<file path="src/rtl/rv32i_decode_unit_if.sv">
// Fetch-to-decode handshake and decoded-field bundle for rv32i_decode_unit.
// master: fetch side (drives Fetch_ready/instruction); slave: decoder.
interface rv32i_decode_unit_if #(
  parameter int XLEN = 32
);
  logic            Fetch_ready;
  logic [XLEN-1:0] instruction;
  logic            IDU_ready;
  logic [5:0]      Instruction_to_CU;
  logic [4:0]      Instruction_to_ALU;
  logic [XLEN-1:0] imm;
  logic [4:0]      rd;
  logic [4:0]      rs1;
  logic [4:0]      rs2;
  logic [4:0]      shamt;
  logic [XLEN-1:0] pc_increment;
  logic [1:0]      pipeline_override;
  logic            invalid_instruction;

  modport master (
    output Fetch_ready, instruction,
    input  IDU_ready, Instruction_to_CU,
    input  Instruction_to_ALU, imm, rd,
    input  rs1, rs2, shamt, pc_increment,
    input  pipeline_override,
    input  invalid_instruction
  );

  modport slave (
    input  Fetch_ready, instruction,
    output IDU_ready, Instruction_to_CU,
    output Instruction_to_ALU, imm, rd,
    output rs1, rs2, shamt, pc_increment,
    output pipeline_override,
    output invalid_instruction
  );
endinterface

</file>
<file path="src/rtl/rv32i_decode_unit.sv">
// RV32I decoder: registers+decodes one instruction per Fetch_ready.
// Ports: soc_clk, reset (async, active-low), dif (slave: fetch in,
// decoded fields out). Macro RV32I_DECODE_HAZARD_EN enables
// pipeline_override (RAW vs previous rd); undefined ties it to 00.
module rv32i_decode_unit #(
  parameter int XLEN = 32
) (
  input logic                soc_clk,
  input logic                reset,
  rv32i_decode_unit_if.slave dif
);
  localparam logic [6:0] OP_LUI   = 7'h37;
  localparam logic [6:0] OP_AUIPC = 7'h17;
  localparam logic [6:0] OP_JAL   = 7'h6f;
  localparam logic [6:0] OP_JALR  = 7'h67;
  localparam logic [6:0] OP_BR    = 7'h63;
  localparam logic [6:0] OP_LD    = 7'h03;
  localparam logic [6:0] OP_ST    = 7'h23;
  localparam logic [6:0] OP_IMM   = 7'h13;
  localparam logic [6:0] OP_REG   = 7'h33;
  localparam logic [6:0] OP_FENCE = 7'h0f;
  localparam logic [6:0] OP_SYS   = 7'h73;

  localparam logic [4:0] A_ADD   = 5'd0;
  localparam logic [4:0] A_SUB   = 5'd1;
  localparam logic [4:0] A_SLL   = 5'd2;
  localparam logic [4:0] A_SLT   = 5'd3;
  localparam logic [4:0] A_SLTU  = 5'd4;
  localparam logic [4:0] A_XOR   = 5'd5;
  localparam logic [4:0] A_SRL   = 5'd6;
  localparam logic [4:0] A_SRA   = 5'd7;
  localparam logic [4:0] A_OR    = 5'd8;
  localparam logic [4:0] A_AND   = 5'd9;
  localparam logic [4:0] A_EQ    = 5'd10;
  localparam logic [4:0] A_NE    = 5'd11;
  localparam logic [4:0] A_LT    = 5'd12;
  localparam logic [4:0] A_GE    = 5'd13;
  localparam logic [4:0] A_LTU   = 5'd14;
  localparam logic [4:0] A_GEU   = 5'd15;
  localparam logic [4:0] A_PASSB = 5'd16;
  localparam logic [4:0] A_NOP   = 5'd31;

  localparam logic [5:0] CU_BAD = 6'd63;

  logic [XLEN-1:0] ins;
  logic [6:0]      op;
  logic [6:0]      f7;
  logic [2:0]      f3;
  logic [4:0]      f_rd;
  logic [4:0]      f_rs1;
  logic [4:0]      f_rs2;
  logic [XLEN-1:0] i_imm;
  logic [XLEN-1:0] s_imm;
  logic [XLEN-1:0] b_imm;
  logic [XLEN-1:0] u_imm;
  logic [XLEN-1:0] j_imm;

  assign ins   = dif.instruction;
  assign op    = ins[6:0];
  assign f_rd  = ins[11:7];
  assign f3    = ins[14:12];
  assign f_rs1 = ins[19:15];
  assign f_rs2 = ins[24:20];
  assign f7    = ins[31:25];

  assign i_imm = {{20{ins[31]}}, ins[31:20]};
  assign s_imm = {{20{ins[31]}}, ins[31:25],
                  ins[11:7]};
  assign b_imm = {{19{ins[31]}}, ins[31], ins[7],
                  ins[30:25], ins[11:8], 1'b0};
  assign u_imm = {ins[31:12], 12'h000};
  assign j_imm = {{11{ins[31]}}, ins[31],
                  ins[19:12], ins[20],
                  ins[30:21], 1'b0};

  logic            ok;
  logic [5:0]      cu_n;
  logic [4:0]      alu_n;
  logic [XLEN-1:0] imm_n;
  logic [4:0]      rd_n;
  logic [4:0]      rs1_n;
  logic [4:0]      rs2_n;
  logic [4:0]      sh_n;
  logic [XLEN-1:0] pci_n;
  logic [1:0]      ovr_n;

  // Fields stay at their invalid-encoding values unless a
  // branch below recognises the encoding and sets ok.
  always_comb begin
    ok    = 1'b0;
    cu_n  = CU_BAD;
    alu_n = A_NOP;
    imm_n = '0;
    rd_n  = '0;
    rs1_n = '0;
    rs2_n = '0;
    sh_n  = '0;
    pci_n = 32'd4;
    unique case (1'b1)
      op == OP_LUI: begin
        ok    = 1'b1;
        cu_n  = 6'd0;
        alu_n = A_PASSB;
        imm_n = u_imm;
        rd_n  = f_rd;
      end
      op == OP_AUIPC: begin
        ok    = 1'b1;
        cu_n  = 6'd1;
        alu_n = A_ADD;
        imm_n = u_imm;
        rd_n  = f_rd;
      end
      op == OP_JAL: begin
        ok    = 1'b1;
        cu_n  = 6'd2;
        alu_n = A_ADD;
        imm_n = j_imm;
        pci_n = j_imm;
        rd_n  = f_rd;
      end
      op == OP_JALR: begin
        if (f3 == 3'b000) begin
          ok    = 1'b1;
          cu_n  = 6'd3;
          alu_n = A_ADD;
          imm_n = i_imm;
          pci_n = '0;
          rd_n  = f_rd;
          rs1_n = f_rs1;
        end
      end
      op == OP_BR: begin
        ok = 1'b1;
        case (f3)
          3'b000: begin cu_n = 6'd4; alu_n = A_EQ;  end
          3'b001: begin cu_n = 6'd5; alu_n = A_NE;  end
          3'b100: begin cu_n = 6'd6; alu_n = A_LT;  end
          3'b101: begin cu_n = 6'd7; alu_n = A_GE;  end
          3'b110: begin cu_n = 6'd8; alu_n = A_LTU; end
          3'b111: begin cu_n = 6'd9; alu_n = A_GEU; end
          default: ok = 1'b0;
        endcase
        if (ok) begin
          imm_n = b_imm;
          pci_n = b_imm;
          rs1_n = f_rs1;
          rs2_n = f_rs2;
        end
      end
      op == OP_LD: begin
        ok = 1'b1;
        case (f3)
          3'b000:  cu_n = 6'd10;
          3'b001:  cu_n = 6'd11;
          3'b010:  cu_n = 6'd12;
          3'b100:  cu_n = 6'd13;
          3'b101:  cu_n = 6'd14;
          default: ok = 1'b0;
        endcase
        if (ok) begin
          alu_n = A_ADD;
          imm_n = i_imm;
          rd_n  = f_rd;
          rs1_n = f_rs1;
        end
      end
      op == OP_ST: begin
        ok = 1'b1;
        case (f3)
          3'b000:  cu_n = 6'd15;
          3'b001:  cu_n = 6'd16;
          3'b010:  cu_n = 6'd17;
          default: ok = 1'b0;
        endcase
        if (ok) begin
          alu_n = A_ADD;
          imm_n = s_imm;
          rs1_n = f_rs1;
          rs2_n = f_rs2;
        end
      end
      op == OP_IMM: begin
        ok = 1'b1;
        case (f3)
          3'b000: begin cu_n = 6'd18; alu_n = A_ADD;  end
          3'b010: begin cu_n = 6'd19; alu_n = A_SLT;  end
          3'b011: begin cu_n = 6'd20; alu_n = A_SLTU; end
          3'b100: begin cu_n = 6'd21; alu_n = A_XOR;  end
          3'b110: begin cu_n = 6'd22; alu_n = A_OR;   end
          3'b111: begin cu_n = 6'd23; alu_n = A_AND;  end
          3'b001: begin
            if (f7 == 7'h00) begin
              cu_n  = 6'd24;
              alu_n = A_SLL;
            end else begin
              ok = 1'b0;
            end
          end
          default: begin
            if (f7 == 7'h00) begin
              cu_n  = 6'd25;
              alu_n = A_SRL;
            end else if (f7 == 7'h20) begin
              cu_n  = 6'd26;
              alu_n = A_SRA;
            end else begin
              ok = 1'b0;
            end
          end
        endcase
        if (ok) begin
          imm_n = i_imm;
          rd_n  = f_rd;
          rs1_n = f_rs1;
          if (f3[1:0] == 2'b01)
            sh_n = f_rs2;
        end
      end
      op == OP_REG: begin
        ok = 1'b1;
        case ({f7, f3})
          {7'h00, 3'b000}: begin cu_n = 6'd27; alu_n = A_ADD;  end
          {7'h20, 3'b000}: begin cu_n = 6'd28; alu_n = A_SUB;  end
          {7'h00, 3'b001}: begin cu_n = 6'd29; alu_n = A_SLL;  end
          {7'h00, 3'b010}: begin cu_n = 6'd30; alu_n = A_SLT;  end
          {7'h00, 3'b011}: begin cu_n = 6'd31; alu_n = A_SLTU; end
          {7'h00, 3'b100}: begin cu_n = 6'd32; alu_n = A_XOR;  end
          {7'h00, 3'b101}: begin cu_n = 6'd33; alu_n = A_SRL;  end
          {7'h20, 3'b101}: begin cu_n = 6'd34; alu_n = A_SRA;  end
          {7'h00, 3'b110}: begin cu_n = 6'd35; alu_n = A_OR;   end
          {7'h00, 3'b111}: begin cu_n = 6'd36; alu_n = A_AND;  end
          default: ok = 1'b0;
        endcase
        if (ok) begin
          rd_n  = f_rd;
          rs1_n = f_rs1;
          rs2_n = f_rs2;
        end
      end
      op == OP_FENCE: begin
        if (f3 == 3'b000) begin
          ok   = 1'b1;
          cu_n = 6'd37;
        end
      end
      op == OP_SYS: begin
        if (ins == 32'h0000_0073) begin
          ok   = 1'b1;
          cu_n = 6'd38;
        end else if (ins == 32'h0010_0073) begin
          ok   = 1'b1;
          cu_n = 6'd39;
        end
      end
      default: ;
    endcase
  end

`ifdef RV32I_DECODE_HAZARD_EN
  logic [4:0] prev_rd;
  logic       prev_writes;
  logic       wr_n;

  assign wr_n = ok && (op == OP_LUI || op == OP_AUIPC ||
                op == OP_JAL || op == OP_JALR ||
                op == OP_LD || op == OP_IMM ||
                op == OP_REG);

  // rs1_n/rs2_n are zero when the format has no such
  // source, so the prev_rd!=0 test also covers "used".
  assign ovr_n[0] = prev_writes && (prev_rd != 5'd0) &&
                    (rs1_n == prev_rd);
  assign ovr_n[1] = prev_writes && (prev_rd != 5'd0) &&
                    (rs2_n == prev_rd);

  always_ff @(posedge soc_clk or negedge reset) begin
    if (!reset) begin
      prev_rd     <= '0;
      prev_writes <= 1'b0;
    end else if (dif.Fetch_ready) begin
      prev_rd     <= rd_n;
      prev_writes <= wr_n;
    end
  end
`else
  assign ovr_n = 2'b00;
`endif

  logic            rdy_q;
  logic [5:0]      cu_q;
  logic [4:0]      alu_q;
  logic [XLEN-1:0] imm_q;
  logic [4:0]      rd_q;
  logic [4:0]      rs1_q;
  logic [4:0]      rs2_q;
  logic [4:0]      sh_q;
  logic [XLEN-1:0] pci_q;
  logic [1:0]      ovr_q;
  logic            inv_q;

  always_ff @(posedge soc_clk or negedge reset) begin
    if (!reset) begin
      rdy_q <= 1'b0;
      cu_q  <= '0;
      alu_q <= '0;
      imm_q <= '0;
      rd_q  <= '0;
      rs1_q <= '0;
      rs2_q <= '0;
      sh_q  <= '0;
      pci_q <= '0;
      ovr_q <= '0;
      inv_q <= 1'b0;
    end else begin
      rdy_q <= dif.Fetch_ready;
      if (dif.Fetch_ready) begin
        cu_q  <= cu_n;
        alu_q <= alu_n;
        imm_q <= imm_n;
        rd_q  <= rd_n;
        rs1_q <= rs1_n;
        rs2_q <= rs2_n;
        sh_q  <= sh_n;
        pci_q <= pci_n;
        ovr_q <= ovr_n;
        inv_q <= !ok;
      end
    end
  end

  assign dif.IDU_ready           = rdy_q;
  assign dif.Instruction_to_CU   = cu_q;
  assign dif.Instruction_to_ALU  = alu_q;
  assign dif.imm                 = imm_q;
  assign dif.rd                  = rd_q;
  assign dif.rs1                 = rs1_q;
  assign dif.rs2                 = rs2_q;
  assign dif.shamt               = sh_q;
  assign dif.pc_increment        = pci_q;
  assign dif.pipeline_override   = ovr_q;
  assign dif.invalid_instruction = inv_q;
endmodule

</file>
<file path="src/flat_wrapper.sv">
// flat-port wrapper written by rule: the top's interface ports become plain ports
module rv32i_decode_unit_flat 
#(
  parameter int XLEN = 32
)
  (soc_clk, reset, dif_Fetch_ready, dif_instruction, dif_IDU_ready, dif_Instruction_to_CU, dif_Instruction_to_ALU, dif_imm, dif_rd, dif_rs1, dif_rs2, dif_shamt, dif_pc_increment, dif_pipeline_override, dif_invalid_instruction);
  rv32i_decode_unit_if #(.XLEN(XLEN)) dif_i ();
  input logic soc_clk;
  input logic reset;
  input wire logic [$bits(dif_i.Fetch_ready)-1:0] dif_Fetch_ready;
  input wire logic [$bits(dif_i.instruction)-1:0] dif_instruction;
  output wire logic [$bits(dif_i.IDU_ready)-1:0] dif_IDU_ready;
  output wire logic [$bits(dif_i.Instruction_to_CU)-1:0] dif_Instruction_to_CU;
  output wire logic [$bits(dif_i.Instruction_to_ALU)-1:0] dif_Instruction_to_ALU;
  output wire logic [$bits(dif_i.imm)-1:0] dif_imm;
  output wire logic [$bits(dif_i.rd)-1:0] dif_rd;
  output wire logic [$bits(dif_i.rs1)-1:0] dif_rs1;
  output wire logic [$bits(dif_i.rs2)-1:0] dif_rs2;
  output wire logic [$bits(dif_i.shamt)-1:0] dif_shamt;
  output wire logic [$bits(dif_i.pc_increment)-1:0] dif_pc_increment;
  output wire logic [$bits(dif_i.pipeline_override)-1:0] dif_pipeline_override;
  output wire logic [$bits(dif_i.invalid_instruction)-1:0] dif_invalid_instruction;
  assign dif_i.Fetch_ready = dif_Fetch_ready;
  assign dif_i.instruction = dif_instruction;
  assign dif_IDU_ready = dif_i.IDU_ready;
  assign dif_Instruction_to_CU = dif_i.Instruction_to_CU;
  assign dif_Instruction_to_ALU = dif_i.Instruction_to_ALU;
  assign dif_imm = dif_i.imm;
  assign dif_rd = dif_i.rd;
  assign dif_rs1 = dif_i.rs1;
  assign dif_rs2 = dif_i.rs2;
  assign dif_shamt = dif_i.shamt;
  assign dif_pc_increment = dif_i.pc_increment;
  assign dif_pipeline_override = dif_i.pipeline_override;
  assign dif_invalid_instruction = dif_i.invalid_instruction;
  rv32i_decode_unit #(.XLEN(XLEN)) u_core (.soc_clk(soc_clk), .reset(reset), .dif(dif_i));
endmodule
</file>
<file path="config.mk">
export PLATFORM = sky130hd
export DESIGN_NAME = rv32i_decode_unit_flat
export DESIGN_NICKNAME = d
export VERILOG_FILES = /design/src/rtl/rv32i_decode_unit_if.sv /design/src/rtl/rv32i_decode_unit.sv /design/src/flat_wrapper.sv
export SDC_FILE = /design/constraint.sdc
export NUM_CORES = 1
export LEC_CHECK = 0
export ABC_CLOCK_PERIOD_IN_PS = 1600
export CORE_MARGIN = 8
export CORE_UTILIZATION = 25
export CTS_BUF_LIST = sky130_fd_sc_hd__clkbuf_8
export DETAILED_ROUTE_END_ITERATION = 8
export GPL_TIMING_DRIVEN = 0
export PLACE_DENSITY = 0.49
export SYNTH_ARGS = -nofsm -noshare
export SYNTH_HDL_FRONTEND = slang
export SYNTH_SLANG_ARGS = --single-unit
</file>
<file path="constraint.sdc">
create_clock -name soc_clk -period 1.6 [get_ports soc_clk]
set_input_delay 0.32 -clock soc_clk [delete_from_list [all_inputs] [get_ports soc_clk]]
set_output_delay 0.32 -clock soc_clk [all_outputs]
set_load 0.01 [all_outputs]
</file>
==> results.cfg, run 1 <==
[sta]
period_share_pct = 105
layout_setup_ws_ns = -0.0784
relSlewSlack_pct = 64.9
setup_viol = 29
grt_setup_unrepaired = true
final_max_slew_viol_count = 0
fin_setup_tns_ns = -1.05
final.min_clock_period_ns = 1.68
fmax_ghz = 0.596
worst_pin_slew_ns = 0.523
skew_ns = 0
final_hold_viol_count = 0

[critical_path]
endpoint_kind = register
critPathMaxFanout = 5
cp.required_ns = 1.91
crit_path_start_kind = primary input
critPathKind = primary input to register
crit_arrival_ns = 1.99

[yosys]
yosys.area.top_type = dfrtp_1
synth-simple-area-share_pct = 18.9
async_reset_ff_share_pct = 100
synth_edf_count = 0
synth_compound_area_share_pct = 29.0
synth_top_family_by_area = compound AO/OA/AOI/OAI gates
synth_area_leaders = dfrtp_1 (43%), a22o_1 (5.0%), a21oi_1 (4.5%)
synth_ff_type = dfrtp_1
syn_avg_cell_area_um2 = 9.16
ys_seq_elements = 85
synth_fa_ha_area_share_pct = 1.28
netlist_area_mm2 = 0.00490
yosysTopAreaCellShare_pct = 43.4
synthXorXnorAreaFrac_pct = 0.357
synthCells = 535
yosys_warnings = 0
muxShareOfSynthArea_pct = 0.204
ys_seq_area_share_pct = 43.4
synth.distinct_cells = 75

[clock_tree]
cts.sinks = 85
tritoncts = yes
cts_buffers = 9
clock_latency_ns = 0.37
path_clk_slew_ns = 0.09
clockBufferDepth = 2
root_buffer = clkbuf_8
cts_max_level = 3

[placement]
io_buffer_count = 128
routabilityCongestion = 0.942
post-dp-hpwl_mm = 16.8

[grt]
grt_max_degree = 53
grt_pass1_wl_mm = 34.3
antenna_found_initial = 0
track_usage_pct = 18.2
first_global_vias = 5442
gr-total-overflow = 0

[cells_and_area]
final_cell_mix = dlygate4sd2_1 (93), dfrtp_1 (84), buf_4 (80)
drive_above_1_share_pct = 38.1
antenna_cells = 0
synthToLayoutAreaGrowth_pct = 68.5
fin_util_pct = 42.7
fin_nets = 790
layout_commonest_cell = dlygate4sd2_1
fill_cells = 1920

[min_path]
min_path_type = primary input to register

[floorplan]
die_y_um = 156
rows = 51
ioPinCount = 134
die_x_um = 156
core_mm2 = 0.0193
start_util_pct = 25.3
die-area_mm2 = 0.0243

[power]
power_density_mw_per_mm2 = 579
ir_worst_vdd_mv = 0.331
p_leak_nw = 3.89

[outcome]
violations = negative setup slack
outcome = finished, violations left

[route]
drtPass1Iterations = 7
wire_per_inst_um = 22.5
wl_mm = 22.9
routed-via-count = 5520
postRouteAntennaNets = 0
drc = 0
drtIter0Drc = 414
viasPerCell = 5.41

[job]
max_cap_violations = 0
cells in the mapped netlist, types with 6 or more instances:
master	number
a211o_1	13
nand2b_1	6
nand3_1	21
buf_4	15
nor2_1	53
a22o_1	28
a41oi_1	6
clkbuf_1	32
dfrtp_1	85
inv_1	12
a211oi_1	6
nor3_1	17
a31oi_1	8
a221oi_1	7
o21ai_0	21
nand2_1	29
a32o_1	6
and3_1	12
nor4_1	6
a21oi_1	44
per-stage QoR:
step           cells  setup slack (ns)  hold WS, ns  total power [mW]  cell area, µm²
2_1_floorplan    537            -0.277       0.0244              2.65            5190
4_1_cts          986           -0.0643        0.157              4.72            7790
6_report        1020           -0.0784        0.173              4.78            8260
3_3_place_gp     930             -2.93        0.476              3.07            6810
5_1_grt         1020            -0.117        0.166              4.97            8260
3_5_place_dp     931             -1.84        0.316              3.07            6830
worst max-delay path: stages:
cell and delay, ns:
buf_8 0.10, nor4_4 0.33, buf_4 0.19, o311ai_4 0.12
a21o_4 0.27, buf_4 0.15, a41oi_4 0.33, a22o_1 0.17
what timing repair did:
action,CTS,global route
hold endpoints to repair,33,0
pin swaps,48,41
hold buffers,1,0
gates cloned,3,0
resized for setup,359,71
buffers inserted,41,34
setup endpoints to repair,180,71
cell type report:
cell class / instances / area [µm²] / area share [%]
buffer: 51 / 467 / 5.65
clock buffer: 10 / 138 / 1.67
clock inverter: 6 / 55.1 / 0.667
inverter: 13 / 71.3 / 0.864
multi-input combinational: 382 / 3270 / 39.6
sequential: 85 / 2130 / 25.8
tap: 265 / 332 / 4.02
timing repair buffer: 208 / 1800 / 21.7
cell families (layout without fill, tap and decap cells):
family                   Yosys count  in the layout
XOR/XNOR                           2              2
other                              1              3
AND/OR/NAND/NOR                  178            178
adder cells (fa/ha/maj)            5              5
flip-flops                        85             85
AO/OA/AOI/OAI                    193            193
multiplexers                       1              1
buffers and inverters             70            288
power by group:
part	switching, mW	internal [mW]	leakage (nW)
Sequential	0.0233	2.19	1.10
Clock	0.903	0.637	0.0929
Combinational	0.616	0.414	2.70
routing by layer:
layer  part of all wire (%)  vias up  GRT usage [%]
met4                    3.2        0           7.16
met3                    7.5       51           3.85
met2                     46      271           28.5
met5                      0        -              0
li1                       -     2445              -
met1                     44     2753           24.0
flip-flops by register name, indices dropped and copies added (netlist names):
register	cells
u_core.dif.IDU_ready	1
u_core.dif.Instruction_to_ALU	5
u_core.dif.Instruction_to_CU	6
u_core.dif.imm	32
u_core.dif.invalid_instruction	1
u_core.dif.pc_increment	20
u_core.dif.rd	5
u_core.dif.rs1	5
u_core.dif.rs2	5
u_core.dif.shamt	5
path summary, 6_finish.rpt:
path                                                          from                                     endpoint  slack (ns)  cells past startpoint
setup / recovery                               dif_instruction[26]                 u_core.dif.rd[2]$_DFFE_PN0P_       -0.08                      8
hold / removal                                 dif_instruction[28]                u_core.dif.imm[8]$_DFFE_PN0P_        0.17                      2
setup reg to reg           u_core.dif.pc_increment[30]$_DFFE_PN0P_      u_core.dif.pc_increment[30]$_DFFE_PN0P_        0.72                      2
hold reg to reg                     u_core.dif.imm[29]$_DFFE_PN0P_               u_core.dif.imm[29]$_DFFE_PN0P_        0.50                      1
max in group asynchronous                                    reset  u_core.dif.Instruction_to_CU[5]$_DFFE_PN0P_        0.54                      3
min in group asynchronous                                    reset                u_core.dif.rs2[4]$_DFFE_PN0P_        0.43                      2
Power figures use the tool's default switching activity.
==> inputs of run 2 (changes only) <==
--- a/config.mk
+++ b/config.mk
@@ -5,13 +5,14 @@
 export SDC_FILE = /design/constraint.sdc
 export NUM_CORES = 1
 export LEC_CHECK = 0
-export ABC_CLOCK_PERIOD_IN_PS = 1600
+export ABC_CLOCK_PERIOD_IN_PS = 1400
+export CAP_MARGIN = 40
 export CORE_MARGIN = 8
 export CORE_UTILIZATION = 25
 export CTS_BUF_LIST = sky130_fd_sc_hd__clkbuf_8
 export DETAILED_ROUTE_END_ITERATION = 8
 export GPL_TIMING_DRIVEN = 0
-export PLACE_DENSITY = 0.49
+export PLACE_DENSITY = 0.51
 export SYNTH_ARGS = -nofsm -noshare
 export SYNTH_HDL_FRONTEND = slang
 export SYNTH_SLANG_ARGS = --single-unit
==> constraint.sdc (replaced) <==
create_clock -name soc_clk -period 1.4 [get_ports soc_clk]
set_input_delay 0.28 -clock soc_clk [delete_from_list [all_inputs] [get_ports soc_clk]]
set_output_delay 0.28 -clock soc_clk [all_outputs]
set_load 0.01 [all_outputs]
==> run 2 against run 1 <==
  * The flow still finishes with violations (negative setup slack)
  * Global-route usage increased by 0.22 points
  * Die area unchanged
  * Clock-buffer cell count decreased by 1
  * Worst setup slack got worse by 0.27 ns
  * Sequential power increased by 14%
  * Via count increased by 1.8%
  * Combinational power increased by 25%
  * Non-clock buffer count increased by 12
  * Critical path depth unchanged
  * Register-to-register slack got worse by 0.21 ns
  * Critical endpoint is now u_core.dif.imm[21]$_DFFE_PN0P_
  * Largest power group unchanged
  * Highest routed layer unchanged
==> results.cfg, run 2 (synthesis results as in run 1) <==
[outcome]
outcome = finished, violations left
violations = negative setup slack

[route]
drtPass1Iterations = 5
drc = 0
routed-via-count = 5620
postRouteAntennaNets = 0
drtIter0Drc = 464
wl_mm = 23.4
viasPerCell = 5.45
wire_per_inst_um = 22.7

[sta]
layout_setup_ws_ns = -0.352
skew_ns = 0
fin_setup_tns_ns = -12.47
setup_viol = 86
final_hold_viol_count = 0
fmax_ghz = 0.571
final_max_slew_viol_count = 0
grt_setup_unrepaired = true
final.min_clock_period_ns = 1.75
period_share_pct = 125

[floorplan]
ioPinCount = 134
die_y_um = 156
start_util_pct = 25.3
die-area_mm2 = 0.0243
core_mm2 = 0.0193
die_x_um = 156
rows = 51

[placement]
io_buffer_count = 128
dpl-instance-area_mm2 = 0.00688
routabilityCongestion = 0.901
post-dp-hpwl_mm = 16.5
pre_cts_ws_ns = -1.72

[power]
pwr-share-comb_pct = 22.4
power_density_mw_per_mm2 = 645
p_sw_mw = 1.71
pwr-share-seq_pct = 43.9
ir_worst_vdd_mv = 0.421
p_leak_nw = 4.15
p_sw_share_pct = 29.8
p_int_mw = 4.04
clkPwrFrac_pct = 33.6

[cells_and_area]
multiInputGateArea_mm2 = 0.00353
layout_commonest_cell = dlygate4sd2_1
drive_above_1_share_pct = 43.9
final_cell_mix = dlygate4sd2_1 (95), dfrtp_1 (84), buf_4 (66)
fill_cells = 1822
finalInstanceArea_mm2 = 0.00891
synthToLayoutAreaGrowth_pct = 81.7
largest_reg_flops = 32
seq_area_mm2 = 0.00213
antenna_cells = 0
fin_nets = 802

[critical_path]
critPathMaxFanout = 5
worstReg2RegEnd = u_core.dif.pc_increment[30]$_DFFE_PN0P_
ff2ff_path_depth = 2
crit_arrival_ns = 2.05
critPathKind = primary input to register
r2r_start = u_core.dif.pc_increment[30]$_DFFE_PN0P_
reg2reg_slack_ns = 0.51
cp.required_ns = 1.70
crit_path_start_kind = primary input
endpoint_kind = register

[clock_tree]
path_clk_slew_ns = 0.09
root_buffer = clkbuf_8
cts_max_level = 3
cts_buffers = 9
clock_latency_ns = 0.36
tritoncts = yes
clockBufferDepth = 2
cts.sinks = 85

[min_path]
min_path_type = primary input to register
hold_end = u_core.dif.pc_increment[6]$_DFFE_PN0P_
hold_start = dif_instruction[26]
min_path_cells = 2

[grt]
track_usage_pct = 18.4
antenna_found_initial = 0
gr-total-overflow = 0
grt_pass1_wl_mm = 34.6
first_global_vias = 5554
grt_max_degree = 56

[job]
max_cap_violations = 0
-- run 2: cell count changes in the layout (fill, tap and decap cells not counted), sizes merged --
cell | previous run | this run
bufinv | 0 | 2
clkinv | 2 | 0
inv | 15 | 16
clkbuf | 35 | 36
dlygate4sd2 | 93 | 95
buf | 133 | 144
clkdlybuf4s50 | 4 | 2
dlymetal6s2s | 1 | 0
-- run 2: power groups by stage --
stage	combinational [mW]	clock, mW	sequential [mW]
6_report	1.29	1.93	2.52
2_1_floorplan	0.436	0	2.59
5_1_grt	1.37	2.06	2.53
4_1_cts	1.19	1.99	2.52
3_5_place_dp	0.935	0	2.57
3_3_place_gp	0.927	0	2.57
-- run 2: worst max path at each step --
| stage | from | end | slack [ns] | cells after the start |
|---|---|---|---|---|
| global route | dif_instruction[3] | u_core.dif.imm[21]$_DFFE_PN0P_ | -0.38 | 8 |
| finish | dif_instruction[3] | u_core.dif.imm[21]$_DFFE_PN0P_ | -0.35 | 8 |
| floorplan | dif_instruction[2] | u_core.dif.imm[20]$_DFFE_PN0P_ | -0.44 | 8 |
| CTS | dif_instruction[2] | u_core.dif.imm[25]$_DFFE_PN0P_ | -0.29 | 9 |
| global placement | reset | u_core.dif.Instruction_to_CU[1]$_DFFE_PN0P_ | -3.01 | 1 |
| detailed placement | dif_instruction[13] | u_core.dif.shamt[0]$_DFFE_PN0P_ | -1.72 | 7 |
-- run 2: critical path, stage by stage --
cell and delay, ns:
buf_6 0.09, or3_4 0.42, nor4b_4 0.34, buf_4 0.18, a31oi_4 0.04, a311oi_4 0.40
buf_6 0.18, a211o_1 0.10
-- run 2: routing by layer --
layer	vias to the layer above	GRT usage [%]	share of wire, %
li1	2484	-	-
met1	2820	24.0	42
met2	269	30.3	48
met3	47	3.46	7.5
met4	0	5.45	2.3
met5	-	0	0
-- run 2: timing repair --
action	in CTS	in global routing
pin swaps	81	49
endpoints found under the hold margin	30	0
gates cloned	5	0
buffers inserted	64	22
hold buffers	1	0
resized for setup	437	71
setup endpoints to repair	180	95
-- run 2: cell type report --
| class | count | area share, % |
|---|---|---|
| Clock inverter | 7 | 1.03 |
| Timing Repair Buffer | 221 | 23.1 |
| Clock buffer | 9 | 1.39 |
| Buffer | 50 | 6.45 |
| Multi-Input combinational cell | 382 | 39.6 |
| Sequential cell | 85 | 23.9 |
| Inverter | 13 | 0.857 |
| Tap cell | 265 | 3.72 |
-- run 2: per-stage QoR --
stage / power [mW] / hold slack [ns] / util [%] / std cells
floorplan: 3.03 / -0.0156 / - / 537
global placement: 3.50 / 0.473 / 35.4 / 930
detailed placement: 3.51 / 0.250 / 35.6 / 932
CTS: 5.71 / 0.150 / 44.1 / 1012
global route: 5.96 / 0.149 / 46.1 / 1032
finish: 5.75 / 0.156 / 46.1 / 1032
==> inputs of run 3 (changes only) <==
--- a/config.mk
+++ b/config.mk
@@ -5,14 +5,17 @@
 export SDC_FILE = /design/constraint.sdc
 export NUM_CORES = 1
 export LEC_CHECK = 0
-export ABC_CLOCK_PERIOD_IN_PS = 1400
+export ABC_CLOCK_PERIOD_IN_PS = 1600
 export CAP_MARGIN = 40
+export CELL_PAD_IN_SITES_DETAIL_PLACEMENT = 0
+export CELL_PAD_IN_SITES_GLOBAL_PLACEMENT = 1
 export CORE_MARGIN = 8
 export CORE_UTILIZATION = 25
 export CTS_BUF_LIST = sky130_fd_sc_hd__clkbuf_8
 export DETAILED_ROUTE_END_ITERATION = 8
 export GPL_TIMING_DRIVEN = 0
-export PLACE_DENSITY = 0.51
+export HOLD_SLACK_MARGIN = 0.08
+export PLACE_DENSITY = 0.63
 export SYNTH_ARGS = -nofsm -noshare
 export SYNTH_HDL_FRONTEND = slang
 export SYNTH_SLANG_ARGS = --single-unit
==> constraint.sdc (replaced) <==
create_clock -name soc_clk -period 1.6 [get_ports soc_clk]
set_input_delay 0.32 -clock soc_clk [delete_from_list [all_inputs] [get_ports soc_clk]]
set_output_delay 0.32 -clock soc_clk [all_outputs]
set_load 0.01 [all_outputs]
==> run 3 against run 2 <==
  * The flow still finishes with violations (negative setup slack)
  * Die area did not move
  * First-iteration DRC count fell by 29%
  * Worst hold slack improved by 0.036 ns
  * Worst setup slack improved by 0.22 ns
  * Highest routed layer unchanged
  * Clock power fell by 8%
  * Non-clock buffer count fell by 24
  * Design area fell by 6.8%
  * Total power fell by 13%
  * Combinational power fell by 22%
==> results.cfg, run 3 (synthesis results as in run 1) <==
[sta]
grt_setup_unrepaired = true
final_hold_viol_count = 0
fmax_ghz = 0.577
layout_setup_ws_ns = -0.132
hold_slack_ns = 0.191
final_max_slew_viol_count = 0
worst_pin_slew_ns = 0.552
period_share_pct = 108
final.min_clock_period_ns = 1.73
setup_viol = 58
relSlewSlack_pct = 62.8
skew_ns = 0

[grt]
grt_pass1_wl_mm = 34.4
track_usage_pct = 18.2
first_global_vias = 5647
gr-total-overflow = 0
grt_max_degree = 51
antenna_found_initial = 0

[cells_and_area]
finalInstanceArea_mm2 = 0.00830
antenna_cells = 0
largest_reg_flops = 32
layout_commonest_cell = dfrtp_1
fin_nets = 778
final_cell_mix = dfrtp_1 (84), dlygate4sd2_1 (82), buf_4 (63)
synthToLayoutAreaGrowth_pct = 69.4
drive_above_1_share_pct = 38.5
fin_cells = 1008
fin_util_pct = 42.9

[power]
clkPwrFrac_pct = 35.7
pwr-share-seq_pct = 44.2
p_sw_share_pct = 30.3
p_int_mw = 3.49
p_sw_mw = 1.51
p_leak_nw = 3.99
ir_worst_vdd_mv = 0.337
power_density_mw_per_mm2 = 602
pwr-share-comb_pct = 20.2

[critical_path]
critPathMaxFanout = 6
cp.required_ns = 1.84
crit_arrival_ns = 1.98
r2r_start = u_core.dif.pc_increment[30]$_DFFE_PN0P_
critPathKind = primary input to register
endpoint_kind = register
ff2ff_path_depth = 2
crit_path_start_kind = primary input
worstSetupStartpoint = dif_instruction[14]

[floorplan]
core_mm2 = 0.0193
start_util_pct = 25.3
rows = 51
die-area_mm2 = 0.0243
die_y_um = 156
die_x_um = 156
ioPinCount = 134

[route]
drc = 0
viasPerCell = 5.34
postRouteAntennaNets = 0
routed-via-count = 5383
wl_mm = 22.6
wire_per_inst_um = 22.5
drtPass1Iterations = 4
drtIter0Drc = 329

[min_path]
min_path_cells = 2
min_path_type = primary input to register
hold_start = dif_instruction[10]

[placement]
post-dp-hpwl_mm = 16.9
routabilityCongestion = 0.910
io_buffer_count = 128
dpl-instance-area_mm2 = 0.00683
place_inst = 931

[clock_tree]
cts.sinks = 85
tritoncts = yes
cts_max_level = 3
clockBufferDepth = 2
path_clk_slew_ns = 0.10
clock_latency_ns = 0.37
cts_buffers = 9
root_buffer = clkbuf_8

[job]
max_cap_violations = 0

[outcome]
violations = negative setup slack
outcome = finished, violations left
-- run 3: cell count changes in the layout (fill, tap and decap cells not counted), sizes merged --
cell	change
buf	-28
clkinv	+1
clkinvlp	-1
clkdlybuf4s50	+3
dlymetal6s2s	+9
clkbuf	+5
dlygate4sd2	-13
-- run 3: repair_timing --
action                                  in CTS  in global routing
hold endpoints to repair                    35                  0
gates cloned                                 2                  0
endpoints found under the setup margin     172                100
hold buffers                                 1                  0
buffers inserted                            46                 17
resized for setup                          315                114
pin swaps                                   42                 51
-- run 3: cell type report --
class / count / area, µm²
fillers: 1927 / 11000
multi-input cells: 382 / 3320
flip-flops and latches: 85 / 2130
repair buffers: 195 / 1750
plain buffers: 52 / 465
well taps: 265 / 332
clock buffers: 9 / 124
clock inverters: 7 / 105
inverters: 13 / 76.3
-- run 3: final timing paths --
kind	slack, ns	end
max	-0.13	u_core.dif.imm[23]$_DFFE_PN0P_
min	0.19	u_core.dif.rd[3]$_DFFE_PN0P_
max reg2reg	0.72	u_core.dif.pc_increment[30]$_DFFE_PN0P_
min reg2reg	0.50	u_core.dif.imm[31]$_DFFE_PN0P_
max in group asynchronous	0.51	u_core.dif.imm[30]$_DFFE_PN0P_
min in group asynchronous	0.45	u_core.dif.rd[0]$_DFFE_PN0P_
-- run 3: worst max-delay path, stage by stage --
cell and delay [ns]:
buf_12 0.08, clkbuf_16 0.14, inv_12 0.03, ha_4 0.18, buf_6 0.12, nor3_4 0.31
a21o_4 0.24, a311oi_4 0.13, buf_6 0.16, a211o_1 0.26
-- run 3: metal layers --
layer  wire [µm]  track usage (%)  vias up
li1            -                -     2414
met5           0                0        -
met4         412             5.22        0
met1        9580             22.8     2749
met3        1450             3.32       26
met2       11200             31.3      194
-- run 3: power by group through the flow --
stage / sequential, mW / combinational, mW / clock (mW)
after floorplan: 2.27 / 0.377 / 0
after global placement: 2.25 / 0.819 / 0
after detailed placement: 2.26 / 0.822 / 0
after CTS: 2.21 / 0.943 / 1.81
after global routing: 2.22 / 1.07 / 1.89
final: 2.21 / 1.01 / 1.78
-- run 3: through the flow --
step | TNS (ns) | setup WS (ns) | power [mW]
finish | -2.99 | -0.132 | 5.00
global route | -4.89 | -0.157 | 5.18
CTS | -1.93 | -0.130 | 4.97
detailed placement | -108.65 | -1.71 | 3.08
global placement | -347.53 | -2.83 | 3.07
floorplan | -12.91 | -0.277 | 2.65
